`src/rtl/umi_iso_pkg.sv`:
```
// Shared types and constants for the UMI isolation sequencing front-end.
package umi_iso_pkg;

   // Width of the wake settle counter.
   localparam int ISO_CNT_W = 8;

   // Isolation sequencer states.
   typedef enum logic [1:0] {
      ON    = 2'd0,
      DRAIN = 2'd1,
      ISO   = 2'd2,
      WAKE  = 2'd3
   } umi_iso_state_t;

endpackage

```
`src/rtl/umi_iso_slice.sv`:
```
// One-entry registered UMI valid/ready slice.
// accept_en gates new beats from outside.
// empty_next reports that the slice will hold no beat after this edge.
module umi_iso_slice
   import umi_iso_pkg::*;
#(
   parameter int CW = 32,
   parameter int AW = 64,
   parameter int DW = 256
) (
   input  logic          clk,
   input  logic          nreset,
   input  logic          accept_en,
   input  logic          in_valid,
   input  logic [CW-1:0] in_cmd,
   input  logic [AW-1:0] in_dstaddr,
   input  logic [AW-1:0] in_srcaddr,
   input  logic [DW-1:0] in_data,
   output logic          in_ready,
   output logic          out_valid,
   output logic [CW-1:0] out_cmd,
   output logic [AW-1:0] out_dstaddr,
   output logic [AW-1:0] out_srcaddr,
   output logic [DW-1:0] out_data,
   input  logic          out_ready,
   output logic          empty_next
);

   logic          valid_q, valid_d;
   logic [CW-1:0] cmd_q, cmd_d;
   logic [AW-1:0] dst_q, dst_d;
   logic [AW-1:0] src_q, src_d;
   logic [DW-1:0] data_q, data_d;
   logic          in_ready_s;
   logic          accept_s;

   // Handshake decode and next-state of the valid flag and payload.
   always_comb begin
      in_ready_s = accept_en & (~valid_q | out_ready);
      accept_s   = in_valid & in_ready_s;
      valid_d    = valid_q;
      cmd_d      = cmd_q;
      dst_d      = dst_q;
      src_d      = src_q;
      data_d     = data_q;
      if (accept_s) begin
         valid_d = 1'b1;
         cmd_d   = in_cmd;
         dst_d   = in_dstaddr;
         src_d   = in_srcaddr;
         data_d  = in_data;
      end else if (out_ready) begin
         valid_d = 1'b0;
      end else begin
         valid_d = valid_q;
      end
      empty_next = ~accept_s & (~valid_q | out_ready);
   end

   // Slice storage; a reset discards any buffered beat.
   always_ff @(posedge clk or negedge nreset) begin
      if (!nreset) begin
         valid_q <= 1'b0;
         cmd_q   <= '0;
         dst_q   <= '0;
         src_q   <= '0;
         data_q  <= '0;
      end else begin
         valid_q <= valid_d;
         cmd_q   <= cmd_d;
         dst_q   <= dst_d;
         src_q   <= src_d;
         data_q  <= data_d;
      end
   end

   assign in_ready    = in_ready_s;
   assign out_valid   = valid_q;
   assign out_cmd     = cmd_q;
   assign out_dstaddr = dst_q;
   assign out_srcaddr = src_q;
   assign out_data    = data_q;

endmodule

```
`src/rtl/umi_iso_ctrl.sv`:
```
// Isolation sequencing front-end for a switchable power domain.
// Drains the slice before asserting isolate and holds the path closed
// for a settle time after release.
module umi_iso_ctrl
   import umi_iso_pkg::*;
#(
   parameter int CW     = 32,
   parameter int AW     = 64,
   parameter int DW     = 256,
   parameter int SETTLE = 4
) (
   input  logic          clk,
   input  logic          nreset,
   input  logic          iso_req,
   output logic          iso_ack,
   output logic          isolate,
   input  logic          umi_in_valid,
   input  logic [CW-1:0] umi_in_cmd,
   input  logic [AW-1:0] umi_in_dstaddr,
   input  logic [AW-1:0] umi_in_srcaddr,
   input  logic [DW-1:0] umi_in_data,
   output logic          umi_in_ready,
   output logic          umi_out_valid,
   output logic [CW-1:0] umi_out_cmd,
   output logic [AW-1:0] umi_out_dstaddr,
   output logic [AW-1:0] umi_out_srcaddr,
   output logic [DW-1:0] umi_out_data,
   input  logic          umi_out_ready
);

   localparam logic [ISO_CNT_W-1:0] SETTLE_LD = ISO_CNT_W'(SETTLE - 1);

   umi_iso_state_t       state_q, state_d;
   logic [ISO_CNT_W-1:0] cnt_q, cnt_d;
   logic                 isolate_q, isolate_d;
   logic                 ack_q, ack_d;
   logic                 accept_en_s;
   logic                 empty_next_s;

   // Beats are only taken while fully on and no isolation is being asked for;
   // the request gates ready in the same cycle it appears.
   always_comb begin
      accept_en_s = (state_q == ON) & ~iso_req;
   end

   umi_iso_slice #(
      .CW (CW),
      .AW (AW),
      .DW (DW)
   ) u_slice (
      .clk         (clk),
      .nreset      (nreset),
      .accept_en   (accept_en_s),
      .in_valid    (umi_in_valid),
      .in_cmd      (umi_in_cmd),
      .in_dstaddr  (umi_in_dstaddr),
      .in_srcaddr  (umi_in_srcaddr),
      .in_data     (umi_in_data),
      .in_ready    (umi_in_ready),
      .out_valid   (umi_out_valid),
      .out_cmd     (umi_out_cmd),
      .out_dstaddr (umi_out_dstaddr),
      .out_srcaddr (umi_out_srcaddr),
      .out_data    (umi_out_data),
      .out_ready   (umi_out_ready),
      .empty_next  (empty_next_s)
   );

   // Sequencer next state, settle counter and registered-output decode.
   always_comb begin
      state_d = state_q;
      cnt_d   = cnt_q;
      case (state_q)
         ON: begin
            if (iso_req) begin
               state_d = DRAIN;
            end else begin
               state_d = ON;
            end
         end
         DRAIN: begin
            // A late release of iso_req is ignored until ISO is reached.
            if (empty_next_s) begin
               state_d = ISO;
            end else begin
               state_d = DRAIN;
            end
         end
         ISO: begin
            if (!iso_req) begin
               state_d = WAKE;
               cnt_d   = SETTLE_LD;
            end else begin
               state_d = ISO;
            end
         end
         WAKE: begin
            // Counter never wraps: it stops at zero when leaving WAKE.
            if (cnt_q == {ISO_CNT_W{1'b0}}) begin
               state_d = ON;
            end else begin
               cnt_d   = cnt_q - {{(ISO_CNT_W-1){1'b0}}, 1'b1};
            end
         end
         default: begin
            state_d = ON;
            cnt_d   = {ISO_CNT_W{1'b0}};
         end
      endcase
      isolate_d = (state_d == ISO);
      ack_d     = (state_d == ISO) | (state_d == WAKE);
   end

   // Sequencer state, counter and handshake output registers.
   always_ff @(posedge clk or negedge nreset) begin
      if (!nreset) begin
         state_q   <= ON;
         cnt_q     <= {ISO_CNT_W{1'b0}};
         isolate_q <= 1'b0;
         ack_q     <= 1'b0;
      end else begin
         state_q   <= state_d;
         cnt_q     <= cnt_d;
         isolate_q <= isolate_d;
         ack_q     <= ack_d;
      end
   end

   assign isolate = isolate_q;
   assign iso_ack = ack_q;

endmodule

```
`config.mk`:
```
export PLATFORM = sky130hd
export DESIGN_NAME = umi_iso_ctrl
export DESIGN_NICKNAME = d
export VERILOG_FILES = /design/src/rtl/umi_iso_pkg.sv /design/src/rtl/umi_iso_slice.sv /design/src/rtl/umi_iso_ctrl.sv
export SDC_FILE = /design/constraint.sdc
export NUM_CORES = 1
export LEC_CHECK = 0
export BUFFER_PORTS_ARGS = -buffer_cell sky130_fd_sc_hd__buf_2
export CAP_MARGIN = 15
export CORE_AREA = 2 2 324 326
export CTS_CLUSTER_DIAMETER = 200
export CTS_CLUSTER_SIZE = 25
export DETAILED_ROUTE_END_ITERATION = 8
export DIE_AREA = 0 0 326 328
export PLACE_DENSITY = 0.34
export REMOVE_ABC_BUFFERS = 1
export SYNTH_ARGS = -nofsm -noshare
export SYNTH_HDL_FRONTEND = slang
export SYNTH_SLANG_ARGS = --single-unit
```
`constraint.sdc`:
```
create_clock -name clk -period 2.4 [get_ports clk]
set_clock_uncertainty 0.15 [all_clocks]
set_input_delay 0.24 -clock clk [delete_from_list [all_inputs] [get_ports clk]]
set_output_delay 0.24 -clock clk [all_outputs]
set_load 0.1 [all_outputs]
```
Yosys cells after proc, flatten, opt, wreduce, memory -nomap -nowiden

Cells that the tools add are included.

Bits of input ports: 421
Word-level logic and storage cells: 41
Register bits: 429

Mux-type cells: 10
Equal/unequal tests: 7
Bitwise operators: 9
$add $sub $neg: 1
Reductions and logical operators: 5

Operators with widths:

| kind                | count |
|---|---|
| $mux 8              | 2 |
| $pmux 8 s2          | 1 |
| $eq 2x2->1 const B  | 4 |
| $logic_not 8->1     | 1 |
| $pmux 2 s4          | 1 |
| $sub 8x1->8 const B | 1 |
| $and 1x1->1         | 4 |
| $mux 1              | 4 |
| $mux 2              | 2 |
| $ne 2x2->1 const B  | 2 |
| $reduce_bool 2->1   | 2 |
| $not 1->1           | 3 |
| $reduce_and 3->1    | 1 |
| $eq 2x1->1 const B  | 1 |
| $logic_not 2->1     | 1 |
| $or 1x1->1          | 2 |

Depth between registers and ports, before layout

Depth after elaboration: 10
Gate-level depth with buffers: 7
Depth with buffers taken out: 6

Cells and area by module

From an unflattened synthesis, not the netlist that was laid out.

Cell total of the unflattened synthesis: 947
Area total of the unflattened synthesis: 17145.2 µm²

Modules (own cells, without submodules):

| module        | area each (µm²) | sequential area each (µm²) | cells each | instances |
|---|---|---|---|---|
| umi_iso_slice | 16539.6         | 10435.0                    | 886        | 1 |
| umi_iso_ctrl  | 605.6           | 300.3                      | 61         | 1 |

Worst setup path after synthesis

Ideal clock, no wire load.

Path type: register -> register
From: register u_slice.valid_q, in the netlist u_slice.out_valid
To: register u_slice.data_q[100], in the netlist u_slice.out_data[100]
Required time: 2125 ps
Path slack: 52 ps
Buffers on the path: 3
Setup time: 125 ps
Arrival: 2073 ps
Cell stages (with the launch flop): 7
Cells stage by stage: dfrtp_1 nand2b_1 nand3_1 buf_2 buf_6 buf_6 mux2_4

Cells in the longest elaborated chain, start to end: 4

Ends and longest elaborated chain:

| item                   | RTL line            | RTL |
|---|---|---|
| start, declared        | umi_iso_slice.sv:29 | `logic valid_q, valid_d;` |
| start signal, assigned | umi_iso_slice.sv:69 | `valid_q <= valid_d;` |
| $not 1->1              | umi_iso_slice.sv:39 | `in_ready_s = accept_en & (~valid_q \| out_ready);` |
| $or 1x1->1             | umi_iso_slice.sv:39 |  |
| $and 1x1->1            | umi_iso_slice.sv:39 |  |
| $and 1x1->1            | umi_iso_slice.sv:40 | `accept_s = in_valid & in_ready_s;` |
| end signal, assigned   | umi_iso_slice.sv:73 | `data_q <= data_d;` |
| end, declared          | umi_iso_slice.sv:33 | `logic [DW-1:0] data_q, data_d;` |

No other way between the ends.
A chain may end at the register's enable or synchronous reset.

Worst setup path after layout

From: register state_q[0]
To: register u_slice.valid_q, in the netlist u_slice.out_valid

Cells in the longest elaborated chain, start to end: 5
Elaborated cells on any way between the ends: 6
Those cells by class: mux: 1; bitwise: 3; reduce/logical: 2

Ends and longest elaborated chain:

| item                                               | RTL line            | RTL |
|---|---|---|
| start, declared                                    | umi_iso_ctrl.sv:33  | `umi_iso_state_t state_q, state_d;` |
| start signal, assigned                             | umi_iso_ctrl.sv:122 | `state_q <= state_d;` |
| $logic_not 2->1 *                                  | umi_iso_ctrl.sv:43  | `accept_en_s = (state_q == ON) & ~iso_req;` |
| $and 1x1->1 *                                      | umi_iso_ctrl.sv:43  |  |
| $and 1x1->1 *                                      | umi_iso_slice.sv:39 |  |
| $and 1x1->1 *                                      | umi_iso_slice.sv:40 |  |
| $mux 1 / $reduce_bool 2->1 (equally long branches) | --                  |  |

Mark *: on every way between the ends. The rest lies on a longest branch, timed or not.

==> flow_summary.ini <==
[outcome]
outcome = finished clean

[finish]
fillers = 10816
multi_input_comb_area_um2 = 5961
fin_area_um2 = 27860
n_antenna_cell = 0
drive_above_1_share_pct = 59.40
nNetsFinal = 2652
final_core_util_pct = 27.00
final-seq-area_um2 = 10740
area_growth_syn_to_layout_pct = 62.85
final_cells = 3609

[routing]
drt-pass1-iter-count = 4
via_count = 12704
wl_per_cell_um = 16.26
drc = 0
wl_um = 58700
vias_per_cell = 3.520
dr.first_iter.drc_count = 301
ant_nets = 0

[placed_design]
pre_cts_ws_ns = 0.2278
place_inst = 3166
placed_cell_area_um2 = 23090
gp_congestion = 0.7791
io_buffers = 840
dp_hpwl_um = 44450

[critical_path]
critical_path_buf_inv_count = 2
worstReg2RegEnd = u_slice.out_valid$_DFFE_PN0P_
worstPathArrival_ns = 2.59
endpoint = u_slice.out_valid$_DFFE_PN0P_
startpoint_type = flop
r2r_slack_ns = 0.18
worstSetupEndpointType = flop
crit_required_ns = 2.77
crit_family = buffers and inverters
crit-reg2reg-launch = state_q[0]$_DFF_PN0_
slowest_stage = dlygate4sd3_1
critPathKind = flop to flop
crit_start = state_q[0]$_DFF_PN0_
cp_max_fo = 9
reg2reg_depth = 5
cp.depth = 5
crit_path_cell_trace = nor3_4 -> nand2_1 -> dlygate4sd3_1 -> nand2_1 -> dlygate4sd3_1
slowest_delay_ns = 0.55

[timing]
rsz0062_at_grt = no
fin_crit_ns = 2.220
slew_headroom_pct = 59.51
worstMarginPinSlew_ns = 0.6073
min_period_over_period_pct = 92.48
setup_ws_ns = 0.1804
finalHoldViolCount = 0
max_freq_ghz = 0.4505
setup_viol = 0
drv_slew = 0

[die]
fp.dieW_um = 326
die_area_um2 = 106900
die_h_um = 328
initial_core_util_pct = 16.58
io_pins = 841
rows = 118
core_um2 = 103200

[yosys]
synth_seq_cells = 429
synthMostInstantiatedCell = dfrtp_1
netlist.top_cell.by_area = dfrtp_1
syn_area_um2 = 17110
ys.flop_type = dfrtp_1
synthArstFlopShare_pct = 100.0
yosysTopAreaCellShare_pct = 62.74
ys_seq_area_share_pct = 62.74
synth_edf_count = 0
netlist_instances = 953
synthTopCellsByCount = dfrtp_1 (429), mux2_4 (240), mux2_2 (176), buf_6 (27), buf_2 (20)
ys_top_cells_by_area = dfrtp_1 (63%), mux2_4 (21%), mux2_2 (12%)
ys_types = 33
yosys_warnings = 0
avgSynthCellArea_um2 = 17.95

[clock_tree]
clock-sinks = 429
cts_buffers = 21
root_buffer = clkbuf_16
clk_latency_ns = 0.58
cts_buffer_depth = 3
cts_tree = built
postCtsSetupBuffers = 0
h-tree-depth = 1
clkTransAtPathRegs_ns = 0.11

[worst_hold_path]
min_path_type = input port to async pin

[global_route]
antenna_found_initial = 0
grt-ovfl-total = 0
grt_max_degree = 75
grt_pass1_vias = 14300
grt_pass1_wl_um = 87630
track_usage_pct = 10.42

[run]
maxCapViolations = 0
## layout by cell type (no fill, tap or decap), drive strengths merged, types with 2 or more instances in the layout
cell and n:
buf 883, dfrtp 429, dlygate4sd3 421, mux2 416, clkbuf 21, a21oi 7
nand2 6, o21ai 6, nor2 4, or3 4, nand2b 3, xor2 3
nor3b 3, nand3 3, o2111ai 3, or4 2, inv 2, nor3 2
## flip-flops by register name (all words and copies together), names as in the netlist
name	flops
u_slice.out_valid	1
u_slice.out_data	256
u_slice.out_cmd	32
cnt_q	8
u_slice.out_dstaddr	64
iso_ack	1
u_slice.out_srcaddr	64
state_q	2
isolate	1
## final cells by class
| cell class | instances | share of cell area, % |
|---|---|---|
| Sequential cell | 429 | 38.53 |
| Clock buffer | 21 | 1.886 |
| Tap cell | 1380 | 6.197 |
| Multi-Input combinational cell | 472 | 21.39 |
| Clock inverter | 1 | 0.1078 |
| Timing Repair Buffer | 1304 | 31.86 |
| Inverter | 2 | 0.02694 |
## kinds of logic after synthesis
family / Yosys count / synth area share (%)
flip-flops: 429 / 62.74
multiplexers: 417 / 32.70
buffers and inverters: 52 / 2.494
AND/OR/NAND/NOR: 30 / 1.046
AO/OA/AOI/OAI: 21 / 0.7898
XOR/XNOR: 3 / 0.1536
adder cells (fa/ha/maj): 1 / 0.07311
## stage by stage
| stage | hold slack, ns | TNS, ns |
|---|---|---|
| detailed placement | 0.08879 | 0 |
| floorplan | -0.2056 | -6477.37 |
| CTS | 0.02222 | 0 |
| global route | 0.02811 | 0 |
| global placement | 0.07734 | 0 |
| finish | 0.04262 | 0 |
## worst min-delay path by stage
stage / to / slack [ns] / cells after the start
detailed placement: u_slice.out_data[236]$_DFFE_PN0P_ / 0.09 / 1
floorplan: cnt_q[0]$_DFFE_PN0P_ / -0.21 / 0
global placement: u_slice.out_data[166]$_DFFE_PN0P_ / 0.08 / 1
global route: u_slice.out_data[166]$_DFFE_PN0P_ / 0.03 / 2
finish: u_slice.out_data[166]$_DFFE_PN0P_ / 0.04 / 2
CTS: u_slice.out_data[166]$_DFFE_PN0P_ / 0.02 / 2
## metal layers
layer | part of all wire (%) | global-route usage, %
met1 | 38 | 11.40
met2 | 54 | 19.95
met3 | 6.5 | 2.911
met4 | 1.8 | 1.954
met5 | 0 | 0
## what timing repair did
item,4_1_cts,5_1_grt
gates resized for setup,1,0
setup endpoints to repair,1,0
endpoints found under the hold margin,790,0
hold buffers,421,0
Power is left out: the tool's default activity adds up to more than one toggle a clock period on the data nets, which glitch-free logic cannot reach.
